===== src/rtl/jtframe_vidreplay_pkg.sv =====
// Shared constants for the video replay block: default raster timing,
// the expected alpha value and where the displayed nibbles sit in a pixel word.
package jtframe_vidreplay_pkg;

  localparam int DEF_HTOTAL   = 384;
  localparam int DEF_HACTIVE  = 256;
  localparam int DEF_HS_START = 288;
  localparam int DEF_HS_LEN   = 32;
  localparam int DEF_VTOTAL   = 264;
  localparam int DEF_VACTIVE  = 224;
  localparam int DEF_VS_START = 240;
  localparam int DEF_VS_LEN   = 4;
  localparam int DEF_FIFO_AW  = 4;

  localparam int WORD_W = 32;

  localparam logic [7:0] ALPHA_OK = 8'hff;

  localparam int ALPHA_HI = 31;
  localparam int ALPHA_LO = 24;
  localparam int R_HI     = 23;
  localparam int R_LO     = 20;
  localparam int G_HI     = 15;
  localparam int G_LO     = 12;
  localparam int B_HI     = 7;
  localparam int B_LO     = 4;

  typedef struct packed {
    logic [3:0] r;
    logic [3:0] g;
    logic [3:0] b;
  } rgb_t;

  // Keep only the upper nibble of each 8-bit colour channel.
  function automatic rgb_t word_to_rgb(input logic [WORD_W-1:0] w);
    rgb_t p;
    p.r = w[R_HI:R_LO];
    p.g = w[G_HI:G_LO];
    p.b = w[B_HI:B_LO];
    return p;
  endfunction

  function automatic logic alpha_bad(input logic [WORD_W-1:0] w);
    return w[ALPHA_HI:ALPHA_LO] != ALPHA_OK;
  endfunction

endpackage


===== src/rtl/jtframe_vidreplay_fifo.sv =====
// Pixel-word FIFO between the upstream reader and the raster generator.
// The read word lands in a register on the pop edge; there is no bypass path.
module jtframe_vidreplay_fifo
  import jtframe_vidreplay_pkg::*;
#(
  parameter int AW = DEF_FIFO_AW,
  parameter int DW = WORD_W
)(
  input  logic          clk,
  input  logic          rst,
  input  logic          push,
  input  logic [DW-1:0] din,
  input  logic          pop,
  output logic [DW-1:0] dout,
  output logic          full,
  output logic          empty,
  output logic [AW:0]   level
);

  localparam int DEPTH = 2 ** AW;

  logic [DW-1:0] mem [DEPTH];
  logic [AW:0]   wr_ptr_reg;
  logic [AW:0]   rd_ptr_reg;
  logic [DW-1:0] dout_reg;
  logic          do_push;
  logic          do_pop;

  // Pointers carry one extra wrap bit, so the difference is the exact fill level.
  assign level   = wr_ptr_reg - rd_ptr_reg;
  assign full    = level[AW];
  assign empty   = (level == '0);
  assign do_push = push && !full;
  assign do_pop  = pop && !empty;
  assign dout    = dout_reg;

  always_ff @(posedge clk) begin
    if (do_push) mem[wr_ptr_reg[AW-1:0]] <= din;
  end

  always_ff @(posedge clk or posedge rst) begin
    if (rst) begin
      wr_ptr_reg <= '0;
      rd_ptr_reg <= '0;
      dout_reg   <= '0;
    end else begin
      if (do_push) wr_ptr_reg <= wr_ptr_reg + (AW+1)'(1);
      if (do_pop) begin
        dout_reg   <= mem[rd_ptr_reg[AW-1:0]];
        rd_ptr_reg <= rd_ptr_reg + (AW+1)'(1);
      end
    end
  end

endmodule


===== src/rtl/jtframe_vidreplay.sv =====
// Turns a stream of ARGB pixel words back into raster video with sync,
// blanking and 4-bit RGB, starting once the FIFO is half full.
module jtframe_vidreplay
  import jtframe_vidreplay_pkg::*;
#(
  parameter int HTOTAL   = DEF_HTOTAL,
  parameter int HACTIVE  = DEF_HACTIVE,
  parameter int HS_START = DEF_HS_START,
  parameter int HS_LEN   = DEF_HS_LEN,
  parameter int VTOTAL   = DEF_VTOTAL,
  parameter int VACTIVE  = DEF_VACTIVE,
  parameter int VS_START = DEF_VS_START,
  parameter int VS_LEN   = DEF_VS_LEN,
  parameter int FIFO_AW  = DEF_FIFO_AW
)(
  input  logic        pxl_clk,
  input  logic        rst_base,
  input  logic        pxl_cen,
  input  logic [31:0] in_data,
  input  logic        in_valid,
  output logic        in_ready,
  output logic        HS,
  output logic        VS,
  output logic        pxl_hb,
  output logic        pxl_vb,
  output logic [3:0]  red,
  output logic [3:0]  green,
  output logic [3:0]  blue,
  output logic [31:0] frame_cnt,
  output logic        underrun,
  output logic        fmt_err,
  output logic        running
);

  localparam int HW = $clog2(HTOTAL);
  localparam int VW = $clog2(VTOTAL);
  localparam logic [FIFO_AW:0] PRIME_LEVEL = (FIFO_AW+1)'(2 ** (FIFO_AW - 1));

  logic [HW-1:0]      h_reg;
  logic [VW-1:0]      v_reg;
  logic               running_reg;
  logic               hb_reg;
  logic               vb_reg;
  logic               hs_reg;
  logic               vs_reg;
  logic               show_reg;
  logic               vb_prev_reg;
  logic               underrun_reg;
  logic               fmt_hist_reg;
  logic [31:0]        frame_cnt_reg;

  logic [WORD_W-1:0]  fifo_dout;
  logic               fifo_full;
  logic               fifo_empty;
  logic [FIFO_AW:0]   fifo_level;

  logic               step;
  logic               h_act;
  logic               v_act;
  logic               h_last;
  logic               v_last;
  logic               pop_due;
  logic               pop;
  logic               fmt_now;
  rgb_t               pix;

  jtframe_vidreplay_fifo #(
    .AW (FIFO_AW),
    .DW (WORD_W)
  ) u_fifo (
    .clk   (pxl_clk),
    .rst   (rst_base),
    .push  (in_valid),
    .din   (in_data),
    .pop   (pop),
    .dout  (fifo_dout),
    .full  (fifo_full),
    .empty (fifo_empty),
    .level (fifo_level)
  );

  always_comb begin
    step    = running_reg && pxl_cen;
    h_act   = int'(h_reg) < HACTIVE;
    v_act   = int'(v_reg) < VACTIVE;
    h_last  = int'(h_reg) == HTOTAL - 1;
    v_last  = int'(v_reg) == VTOTAL - 1;
    pop_due = step && h_act && v_act;
    pop     = pop_due && !fifo_empty;
    pix     = word_to_rgb(fifo_dout);
    // The shown word sits in the FIFO output register, so its alpha is judged there.
    fmt_now = show_reg && alpha_bad(fifo_dout);
  end

  always_ff @(posedge pxl_clk or posedge rst_base) begin
    if (rst_base) begin
      h_reg         <= '0;
      v_reg         <= '0;
      running_reg   <= 1'b0;
      hb_reg        <= 1'b1;
      vb_reg        <= 1'b1;
      hs_reg        <= 1'b0;
      vs_reg        <= 1'b0;
      show_reg      <= 1'b0;
      vb_prev_reg   <= 1'b1;
      underrun_reg  <= 1'b0;
      fmt_hist_reg  <= 1'b0;
      frame_cnt_reg <= '0;
    end else begin
      if (fifo_level >= PRIME_LEVEL) running_reg <= 1'b1;
      vb_prev_reg <= vb_reg;
      if (vb_reg && !vb_prev_reg) frame_cnt_reg <= frame_cnt_reg + 32'd1;
      if (fmt_now) fmt_hist_reg <= 1'b1;
      if (step) begin
        h_reg <= h_last ? '0 : h_reg + HW'(1);
        if (h_last) v_reg <= v_last ? '0 : v_reg + VW'(1);
        hb_reg   <= !h_act;
        vb_reg   <= !v_act;
        hs_reg   <= (int'(h_reg) >= HS_START) && (int'(h_reg) < HS_START + HS_LEN);
        vs_reg   <= (int'(v_reg) >= VS_START) && (int'(v_reg) < VS_START + VS_LEN);
        show_reg <= pop;
        if (pop_due && fifo_empty) underrun_reg <= 1'b1;
      end
    end
  end

  assign in_ready  = !fifo_full;
  assign HS        = hs_reg;
  assign VS        = vs_reg;
  assign pxl_hb    = hb_reg;
  assign pxl_vb    = vb_reg;
  assign red       = show_reg ? pix.r : 4'h0;
  assign green     = show_reg ? pix.g : 4'h0;
  assign blue      = show_reg ? pix.b : 4'h0;
  assign frame_cnt = frame_cnt_reg;
  assign underrun  = underrun_reg;
  assign fmt_err   = fmt_hist_reg | fmt_now;
  assign running   = running_reg;

endmodule


===== config.mk =====
export PLATFORM = sky130hd
export DESIGN_NAME = jtframe_vidreplay
export DESIGN_NICKNAME = d
export VERILOG_FILES = /design/src/rtl/jtframe_vidreplay_pkg.sv /design/src/rtl/jtframe_vidreplay_fifo.sv /design/src/rtl/jtframe_vidreplay.sv
export SDC_FILE = /design/constraint.sdc
export NUM_CORES = 1
export LEC_CHECK = 0
export BUFFER_PORTS_ARGS = -buffer_cell sky130_fd_sc_hd__buf_4
export CAP_MARGIN = 20
export CORE_AREA = 5 5 170 172
export CTS_CLUSTER_DIAMETER = 60
export DETAILED_ROUTE_END_ITERATION = 10
export DIE_AREA = 0 0 175 177
export PLACE_DENSITY_LB_ADDON = 0.3
export SETUP_SLACK_MARGIN = 0.2
export SYNTH_ARGS = -nofsm -noshare
export SYNTH_HDL_FRONTEND = slang
export SYNTH_SLANG_ARGS = --single-unit

===== constraint.sdc =====
create_clock -name pxl_clk -period 5.95 [get_ports pxl_clk]
set_clock_uncertainty 0.15 [all_clocks]
set_input_delay 0.595 -clock pxl_clk [delete_from_list [all_inputs] [get_ports pxl_clk]]
set_output_delay 0.595 -clock pxl_clk [all_outputs]
set_load 0.02 [all_outputs]

==> results of run 1 <==
[cell usage after synthesis, types with 3 or more instances]
master,n
sky130_fd_sc_hd__buf_4,4
sky130_fd_sc_hd__mux4_2,80
sky130_fd_sc_hd__nand4_1,14
sky130_fd_sc_hd__or3_1,4
sky130_fd_sc_hd__a22oi_1,40
sky130_fd_sc_hd__ha_1,13
sky130_fd_sc_hd__clkbuf_1,17
sky130_fd_sc_hd__dfstp_2,3
sky130_fd_sc_hd__xor2_1,12
sky130_fd_sc_hd__buf_6,3
sky130_fd_sc_hd__buf_2,6
sky130_fd_sc_hd__a21oi_1,6
sky130_fd_sc_hd__nand2_1,61
sky130_fd_sc_hd__and4_1,7
sky130_fd_sc_hd__nor3_1,8
sky130_fd_sc_hd__and3_1,12
sky130_fd_sc_hd__o21ai_0,10
sky130_fd_sc_hd__dfrtp_1,86
sky130_fd_sc_hd__nand3_1,17
sky130_fd_sc_hd__and2_1,16
sky130_fd_sc_hd__nor2_1,21
sky130_fd_sc_hd__edfxtp_1,320
sky130_fd_sc_hd__nand2b_1,7
sky130_fd_sc_hd__buf_1,5
sky130_fd_sc_hd__xnor2_1,40
sky130_fd_sc_hd__inv_1,13
sky130_fd_sc_hd__nor2b_1,3
sky130_fd_sc_hd__mux2_2,23
[metrics by stage]
stage          util, %  hold WS (ps)  worst slack, ps  area (µm²)  total power, µW
2_1_floorplan        -           260             1710       16200             5350
3_3_place_gp      63.2           225             1710       17300             6010
3_5_place_dp      63.2           225             1630       17300             6080
4_1_cts           68.5           179             1610       18700             8780
5_1_grt           68.6           195             1310       18700             9140
6_report          68.6           196             1640       18700             8700
[worst max-delay path by stage]
stage                        end  slack (ps)  cells after the start
6_report        u_fifo.mem[3][6]        1640                      9
5_1_grt         u_fifo.mem[3][6]        1310                      9
2_1_floorplan  u_fifo.mem[0][12]        1710                     10
3_5_place_dp    u_fifo.mem[3][5]        1630                      9
4_1_cts        u_fifo.mem[3][12]        1610                      9
3_3_place_gp    u_fifo.mem[2][7]        1710                      9
[where the power goes]
part	leakage [µW]	switching, µW	internal, µW
clock network	0.000689	1060	1610
logic	0.00200	1260	1060
registers	0.00401	285	3420
total	0.00671	2610	6090
[layout by cell type, fill, tap and decap left out, types with 9 or more instances in the layout]
cell,instances
sky130_fd_sc_hd__a22oi_1,40
sky130_fd_sc_hd__and2_1,16
sky130_fd_sc_hd__and3_1,12
sky130_fd_sc_hd__buf_4,99
sky130_fd_sc_hd__clkbuf_16,43
sky130_fd_sc_hd__clkinv_1,9
sky130_fd_sc_hd__dfrtp_1,84
sky130_fd_sc_hd__edfxtp_1,320
sky130_fd_sc_hd__ha_1,13
sky130_fd_sc_hd__inv_1,12
sky130_fd_sc_hd__mux2_2,23
sky130_fd_sc_hd__mux4_2,80
sky130_fd_sc_hd__nand2_1,61
sky130_fd_sc_hd__nand3_1,17
sky130_fd_sc_hd__nand4_1,14
sky130_fd_sc_hd__nor2_1,14
sky130_fd_sc_hd__o21ai_0,10
sky130_fd_sc_hd__xnor2_1,40
sky130_fd_sc_hd__xor2_1,12
[final cells by class]
class,instances,area share [%]
Timing Repair Buffer,101,4.10
Inverter,13,0.274
Clock inverter,30,1.77
Antenna cell,1,0.0133
Clock buffer,48,5.95
Tap cell,346,2.31
Multi-Input combinational cell,418,22.4
Sequential cell,409,63.2
[kinds of logic (layout without fill, tap and decap cells)]
kind of cell / after synthesis / after routing / share of synthesized area, %
xor+xnor: 52 / 52 / 2.81
flops: 409 / 409 / 73.0
other cells: 0 / 1 / 0
fa+ha+maj: 14 / 14 / 1.13
simple gates: 183 / 183 / 6.07
mux: 103 / 103 / 12.7
buf+inv: 48 / 192 / 1.39
compound gates: 66 / 66 / 2.93
[critical path: stages (launching register included)]
cell,delay [ps]
sky130_fd_sc_hd__dfrtp_4,910
sky130_fd_sc_hd__ha_1,280
sky130_fd_sc_hd__inv_1,60
sky130_fd_sc_hd__fa_1,400
sky130_fd_sc_hd__nand3_1,100
sky130_fd_sc_hd__and3_1,190
sky130_fd_sc_hd__o21a_1,430
sky130_fd_sc_hd__nand2_1,180
sky130_fd_sc_hd__nor3_2,830
sky130_fd_sc_hd__buf_4,440
[layer usage]
metal  up-vias  global-route usage, %  share of wire [%]
met5         -                      0                  0
met4         0                   5.40                1.8
met3        49                   4.38                7.0
met2       312                   36.5                 50
met1      4402                   31.9                 41
li1       3682                      -                  -
[repair_timing]
item	4_1_cts	5_1_grt
hold endpoints to repair	29	0
hold buffers	1	0
setup endpoints to repair	0	0
gates resized for setup	0	0
==> Implementation_results.wiki, run 1 <==
{| class="wikitable"
! Metric !! Value
|-
| Placed Instances || between 1000 and 1500
|-
| Transition time at the pin with the least slew margin || about 1100 ps
|-
| Cell type with the highest aggregate area in the netlist || sky130_fd_sc_hd__edfxtp_1
|-
| Inserted Clock Buffers || 42
|-
| Reg-to-reg slack, setup || roughly 1600 ps
|-
| R2R Path Start || u_fifo.rd_ptr_reg[0]
|-
| Flip-flop count of the largest register after layout || 320
|-
| Total Die Area || 31000 µm²
|-
| Yosys reg bits || between 400 and 500
|-
| Fill count || approximately 1700
|-
| Synth top area cells || sky130_fd_sc_hd__edfxtp_1 59%, sky130_fd_sc_hd__dfrtp_1 13%, sky130_fd_sc_hd__mux4_2 11%
|-
| Reg2Reg Capture Point || u_fifo.mem[3][6]
|-
| Number of sinks on the clock net || 409
|-
| Multi-input gate area || between 4000 and 5000 µm²
|-
| Final critical delay including setup and external delays || 4310 ps
|-
| Final count of hold timing violations || 0
|-
| Yosys synthesis warning count || 0
|-
| Crit path required time || roughly 6000 ps
|-
| EDFF count, synth || 320
|-
| Endpoint kind of the worst setup timing path || register
|-
| Leakage || around 0.0067 µW
|-
| Hold path cells || 1
|-
| Number of post-CTS setup repair buffers || 0
|-
| Vias in the first global route || 8801
|-
| Highest clock rate || 0.232 GHz
|-
| Total gr overflow || 0
|-
| Max-Cap Viols || 0
|-
| Maximum number of pins on one net before global-route repair || between 60 and 70
|-
| Initial antenna violation count || 1
|-
| Synthesized net count || a little over 900
|-
| Largest driver fanout on the critical path || 37
|-
| Number of buffers inserted by port buffering || 75
|-
| Number of buffers on the longest clock path || 3
|-
| Final GP Congestion || 0.810
|-
| Final setup violation count || 0
|-
| Total detailed-routing wirelength || ~34000 µm
|-
| Launch instance of the worst min-delay path || in_data[26]
|-
| First-pass GRT wire length || about 52000 µm
|-
| Core footprint || about 27000 µm²
|-
| Clk Tree Root Cell || sky130_fd_sc_hd__clkbuf_16
|-
| Synth top area share || roughly three fifths
|-
| Y dimension of the die || about 180 µm
|-
| Starting DRC count in detailed routing || ~830
|-
| Most used flip-flop cell after synthesis || sky130_fd_sc_hd__edfxtp_1
|-
| Slew HR || roughly 28%
|-
| Aggregate negative setup slack || 0 ps
|-
| Outcome || complete, no violations
|-
| Proportion of synthesized flip-flops having asynchronous set or reset || a little over a fifth
|-
| Depth of the worst register-to-register path || 9
|-
| Per-cell routed wire length || 24.7 µm
|-
| Routed via count divided by cell count || between 6 and 7
|-
| Number of nets in the layout || ~1000
|-
| Register area || 11800 µm²
|-
| Clk slew on worst S/H paths || around 60 ps
|-
| Final Instance Count excl. Fillers || 1366
|-
| Area growth from synthesis to final layout || 15.5%
|-
| Fraction of layout instances using a drive strength above 1 || between 20% and 30%
|-
| Number of ports placed on the die boundary || between 80 and 90
|-
| Hold/Removal Path Class || input pin to register
|-
| Count of unique library cells instantiated by Yosys || roughly 50
|-
| First-pass DRT Iterations || 5
|-
| Level count of the clock H-tree || 2
|-
| Antenna Violating Nets Remaining || 0
|-
| Post-detailed-placement half-perimeter wirelength || roughly 19000 µm
|-
| Die boundary width || about 180 µm
|-
| Max-slew violations || 0
|-
| Post-synthesis instance total || roughly 880
|-
| Share of the yosys chip area belonging to registers || 73.0%
|-
| Post-Synthesis Cell Area || roughly 16000 µm²
|-
| Power Density || between 400 and 500 nW/µm²
|-
| Clock insertion delay at the later pin of the skew report || about 530 ps
|-
| Number of remaining DRC errors || 0
|-
| Post-synthesis area per instance || between 15 and 20 µm²
|-
| CTS tree || yes
|-
| Routed via count || 8445
|-
| Worst setup path start || u_fifo.rd_ptr_reg[0]
|-
| All-Layer GR Usage || 22.4%
|-
| Setup repair after global routing missed its margin || no
|-
| Number of rows in the core area || 61
|-
| Initial Utilization || between 50% and 60%
|-
| Worst vdd rail ir drop || 356 µV
|-
| Destination of the worst hold path || u_fifo.mem[3][26]
|-
| Share of the clock period used by the worst path after layout || a little over 70%
|-
| Worst setup path class || register to register
|-
| Arr. time, crit path || between 4000 and 5000 ps
|-
| Crit start category || register
|}
(Power assumes the default switching activity.)
==> run 2, diff against run 1 <==
--- a/config.mk
+++ b/config.mk
@@ -7,10 +7,10 @@
 export LEC_CHECK = 0
 export BUFFER_PORTS_ARGS = -buffer_cell sky130_fd_sc_hd__buf_4
 export CAP_MARGIN = 20
-export CORE_AREA = 5 5 170 172
+export CORE_AREA = 5 5 178 180
 export CTS_CLUSTER_DIAMETER = 60
 export DETAILED_ROUTE_END_ITERATION = 10
-export DIE_AREA = 0 0 175 177
+export DIE_AREA = 0 0 183 185
 export PLACE_DENSITY_LB_ADDON = 0.3
 export SETUP_SLACK_MARGIN = 0.2
 export SYNTH_ARGS = -nofsm -noshare
==> constraint.sdc (replaced) <==
create_clock -name pxl_clk -period 3.86 [get_ports pxl_clk]
set_clock_uncertainty 0.15 [all_clocks]
set_input_delay 0.386 -clock pxl_clk [delete_from_list [all_inputs] [get_ports pxl_clk]]
set_output_delay 0.386 -clock pxl_clk [all_outputs]
set_load 0.02 [all_outputs]
==> run 2 against run 1 <==
Against the previous run:
- maximum frequency up 32%
- worst hold slack got worse by 190 ps
- first-iteration DRC count is 4.8% higher
- via count rose by 0.33%
- non-clock buffer count grew 32
- clock power grew 43%
- sequential share of layout area fell by 0.97 points
- global-route usage fell by 2.3 points
- largest cell class unchanged
- die area grew 9.3%
- combinational power is 65% higher
- critical path depth is 1 higher
- total power up 51%
- critical endpoint is now u_fifo.mem[13][23]
==> Implementation_results.wiki, run 2 (same netlist as run 1, synthesis figures left out) <==
{| class="wikitable"
! Metric !! Value
|-
| Outcome || complete, no violations
|-
| Number of remaining DRC errors || 0 (unchanged)
|-
| Antenna Violating Nets Remaining || 0 (unchanged)
|-
| Starting DRC count in detailed routing || 873 (+4.8%)
|-
| Clock insertion delay at the later pin of the skew report || 550 ps (+20 ps)
|-
| Core Util, Final || 63.4% (-5.2 points)
|-
| Vias in the first global route || 8596 (-2.3%)
|-
| Clk slew on worst S/H paths || 60 ps (about the same)
|-
| Total net switching power || 3980 µW (+53%)
|-
| Slew HR || 45.4% (+17 points)
|-
| Die boundary width || 183 µm (+4.6%)
|-
| Total gr overflow || 0 (unchanged)
|-
| Final setup violation count || 0 (unchanged)
|-
| Max-Cap Viols || 0 (unchanged)
|-
| Setup WS pre-CTS || 592 ps (-1030 ps)
|-
| Power Density || 691 nW/µm² (+49%)
|-
| Ant diodes || 0 (-1)
|-
| Transition time at the pin with the least slew margin || 819 ps (-251 ps)
|-
| Maximum number of pins on one net before global-route repair || 84 (+24%)
|-
| Critical path cell sequence || inv_1 > ha_1 > inv_1 > fa_1 > nand3_1 > and3_1 > o21a_1 > nand2_1 > nor2_2 > buf_4
|-
| First-pass DRT Iterations || 5 (unchanged)
|-
| Crit start category || register
|-
| Inserted Clock Buffers || 42 (unchanged)
|-
| Area growth from synthesis to final layout || 17.3%
|-
| Number of buffers inserted by port buffering || 75 (unchanged)
|-
| Number of sinks on the clock net || 409 (unchanged)
|-
| Number of buffers on the longest clock path || 3 (unchanged)
|-
| Post-detailed-placement half-perimeter wirelength || 19500 µm (+0.19%)
|-
| Power Internal || 9180 µW (+51%)
|-
| Largest driver fanout on the critical path || 17 (-54%)
|-
| Worst Setup Slack, final || 585 ps (-1050 ps)
|-
| Uppermost layer routed || met5
|-
| Aggregate negative setup slack || 0 ps (unchanged)
|-
| Final critical delay including setup and external delays || 3280 ps (-1040 ps)
|-
| Most common cell type on the critical path || sky130_fd_sc_hd__inv_1
|-
| Endpoint kind of the worst setup timing path || register
|-
| Fraction of layout instances using a drive strength above 1 || 28.4% (-0.40 points)
|-
| Share of the clock period used by the worst path after layout || 84.9% (+12 points)
|-
| Portion of total power attributed to the clock network || 29.0% (-1.8 points)
|-
| Highest-count cells in the layout ignoring fill and taps || 320 x sky130_fd_sc_hd__edfxtp_1, 107 x sky130_fd_sc_hd__buf_4, 84 x sky130_fd_sc_hd__dfrtp_1, 80 x sky130_fd_sc_hd__mux4_2, 61 x sky130_fd_sc_hd__nand2_1
|-
| First-pass GRT wire length || 51400 µm (-1.7%)
|-
| Reg-to-reg slack, setup || 580 ps (-1050 ps)
|-
| Post-route total power || 13200 µW (+51%)
|-
| Placed cell areas || 17500 µm² (+1.5%)
|-
| Post-route design area || 19000 µm² (+1.6%)
|-
| Final GP Congestion || 0.801 (-1.1%)
|-
| Worst vdd rail ir drop || 575 µV (+61%)
|-
| Initial antenna violation count || 3 (+2)
|-
| All-Layer GR Usage || 20.0% (-2.3 points)
|-
| Flip-flop count of the largest register after layout || 320 (unchanged)
|-
| Number of rows in the core area || 64 (+4.9%)
|-
| Clk Tree Root Cell || sky130_fd_sc_hd__clkbuf_16
|-
| Met2 routed wirelength || 16500 µm (-2.2%)
|-
| Number of post-CTS setup repair buffers || 0 (unchanged)
|-
| Final count of hold timing violations || 0 (unchanged)
|-
| Gate power share || 29.1% (+2.5 points)
|-
| Routed via count divided by cell count || 5.86 (-5.3%)
|-
| Level count of the clock H-tree || 2 (unchanged)
|-
| Setup repair after global routing missed its margin || no
|-
| Arr. time, crit path || 3360 ps (-1000 ps)
|-
| Highest clock rate || 0.305 GHz (+32%)
|-
| Initial Utilization || 54.0% (-5.3 points)
|-
| Per-cell routed wire length || 23.0 µm (-7.0%)
|-
| Fill count || 2075 (+19%)
|-
| Max-slew violations || 0 (unchanged)
|-
| Switching portion of total power || 30.3% (+0.31 points)
|-
| Hold/Removal Path Class || input pin to register
|-
| Crit path required time || 3950 ps (-2050 ps)
|-
| Core footprint || 30000 µm² (+9.9%)
|-
| Total detailed-routing wirelength || 33200 µm (-1.4%)
|-
| Critical-path cell with the highest stage delay || sky130_fd_sc_hd__o21a_1
|-
| Routed via count || 8473 (+0.33%)
|-
| Detailed-route wire length on metal 1 || 13800 µm (-0.22%)
|-
| Leakage || 0.00683 µW (+1.8%)
|-
| Sequential Power Share || 41.9% (-0.7 points)
|-
| Number of ports placed on the die boundary || 88 (unchanged)
|-
| Metal3 WL || 2180 µm (-7.5%)
|-
| CTS tree || yes
|-
| Worst setup path class || register to register
|-
| Maximum cell stage delay along the critical path || 420 ps (-490 ps)
|-
| Y dimension of the die || 185 µm (+4.5%)
|-
| Most common cell after layout, fill and taps aside || sky130_fd_sc_hd__edfxtp_1
|-
| Total Die Area || 33900 µm² (+9.3%)
|-
| Number of nets in the layout || 1067 (+3.1%)
|}
## run 2: cell types whose count changed in the layout (fill, tap and decap cells not counted), moves of 2 or more
cell	change
sky130_fd_sc_hd__nor3_4	+4
sky130_fd_sc_hd__clkinv_2	+4
sky130_fd_sc_hd__nor3_2	-4
sky130_fd_sc_hd__clkinv_1	-7
sky130_fd_sc_hd__buf_12	+6
sky130_fd_sc_hd__dlygate4sd3_1	+19
sky130_fd_sc_hd__clkbuf_1	+15
sky130_fd_sc_hd__bufinv_16	-5
sky130_fd_sc_hd__buf_4	+8
sky130_fd_sc_hd__clkinvlp_4	-5
sky130_fd_sc_hd__clkinv_8	-2
## run 2: timing repair
item / 4_1_cts / 5_1_grt
resized for setup: 0 / 0
endpoints found under the setup margin: 0 / 0
endpoints found under the hold margin: 311 / 0
hold buffers: 20 / 0
## run 2: metal layers
metal,vias to the layer above,track usage (%)
met2,300,33.2
met5,-,0
met3,56,3.38
met1,4360,28.1
met4,4,5.27
li1,3753,-
## run 2: power groups by stage
stage	combinational, µW	sequential, µW	clock, µW
floorplan	2700	5560	0
global placement	3810	5570	0
detailed placement	3850	5600	0
CTS	3900	5510	3890
global route	4180	5560	4110
finish	3830	5510	3820
## run 2: area by class of cell
type | instances | area [µm²] | area share (%)
well taps | 396 | 495 | 2.60
multi-input cells | 418 | 4220 | 22.2
inverters | 13 | 50.0 | 0.263
clock buffers | 64 | 1180 | 6.22
flip-flops and latches | 409 | 11800 | 62.2
repair buffers | 133 | 1120 | 5.90
clock inverters | 14 | 115 | 0.605
## run 2: final timing paths
path,from,end,cells past startpoint
min reg2reg,pxl_vb,vb_prev_reg,0
min in group asynchronous,rst_base,frame_cnt[21],3
max in group asynchronous,rst_base,u_fifo.rd_ptr_reg[0],4
max,u_fifo.wr_ptr_reg[0],u_fifo.mem[13][23],10
max reg2reg,u_fifo.wr_ptr_reg[0],u_fifo.mem[13][23],10
min,in_data[20],u_fifo.mem[14][20],1
## run 2: worst max-delay path: cells and delay by family (launching register included)
| family | cells | cell delay [ps] |
|---|---|---|
| and+or+nand+nor | 4 | 910 |
| buffers and inverters | 3 | 500 |
| DFF | 1 | 410 |
| AOI/OAI and AO/OA | 1 | 420 |
| adders and majority gates | 2 | 570 |
## run 2: metrics by stage
step | cells | hold slack, ps
2_1_floorplan | 875 | 260
3_3_place_gp | 1349 | 226
3_5_place_dp | 1349 | 226
4_1_cts | 1447 | 14.2
5_1_grt | 1447 | 30.0
6_report | 1447 | 9.64
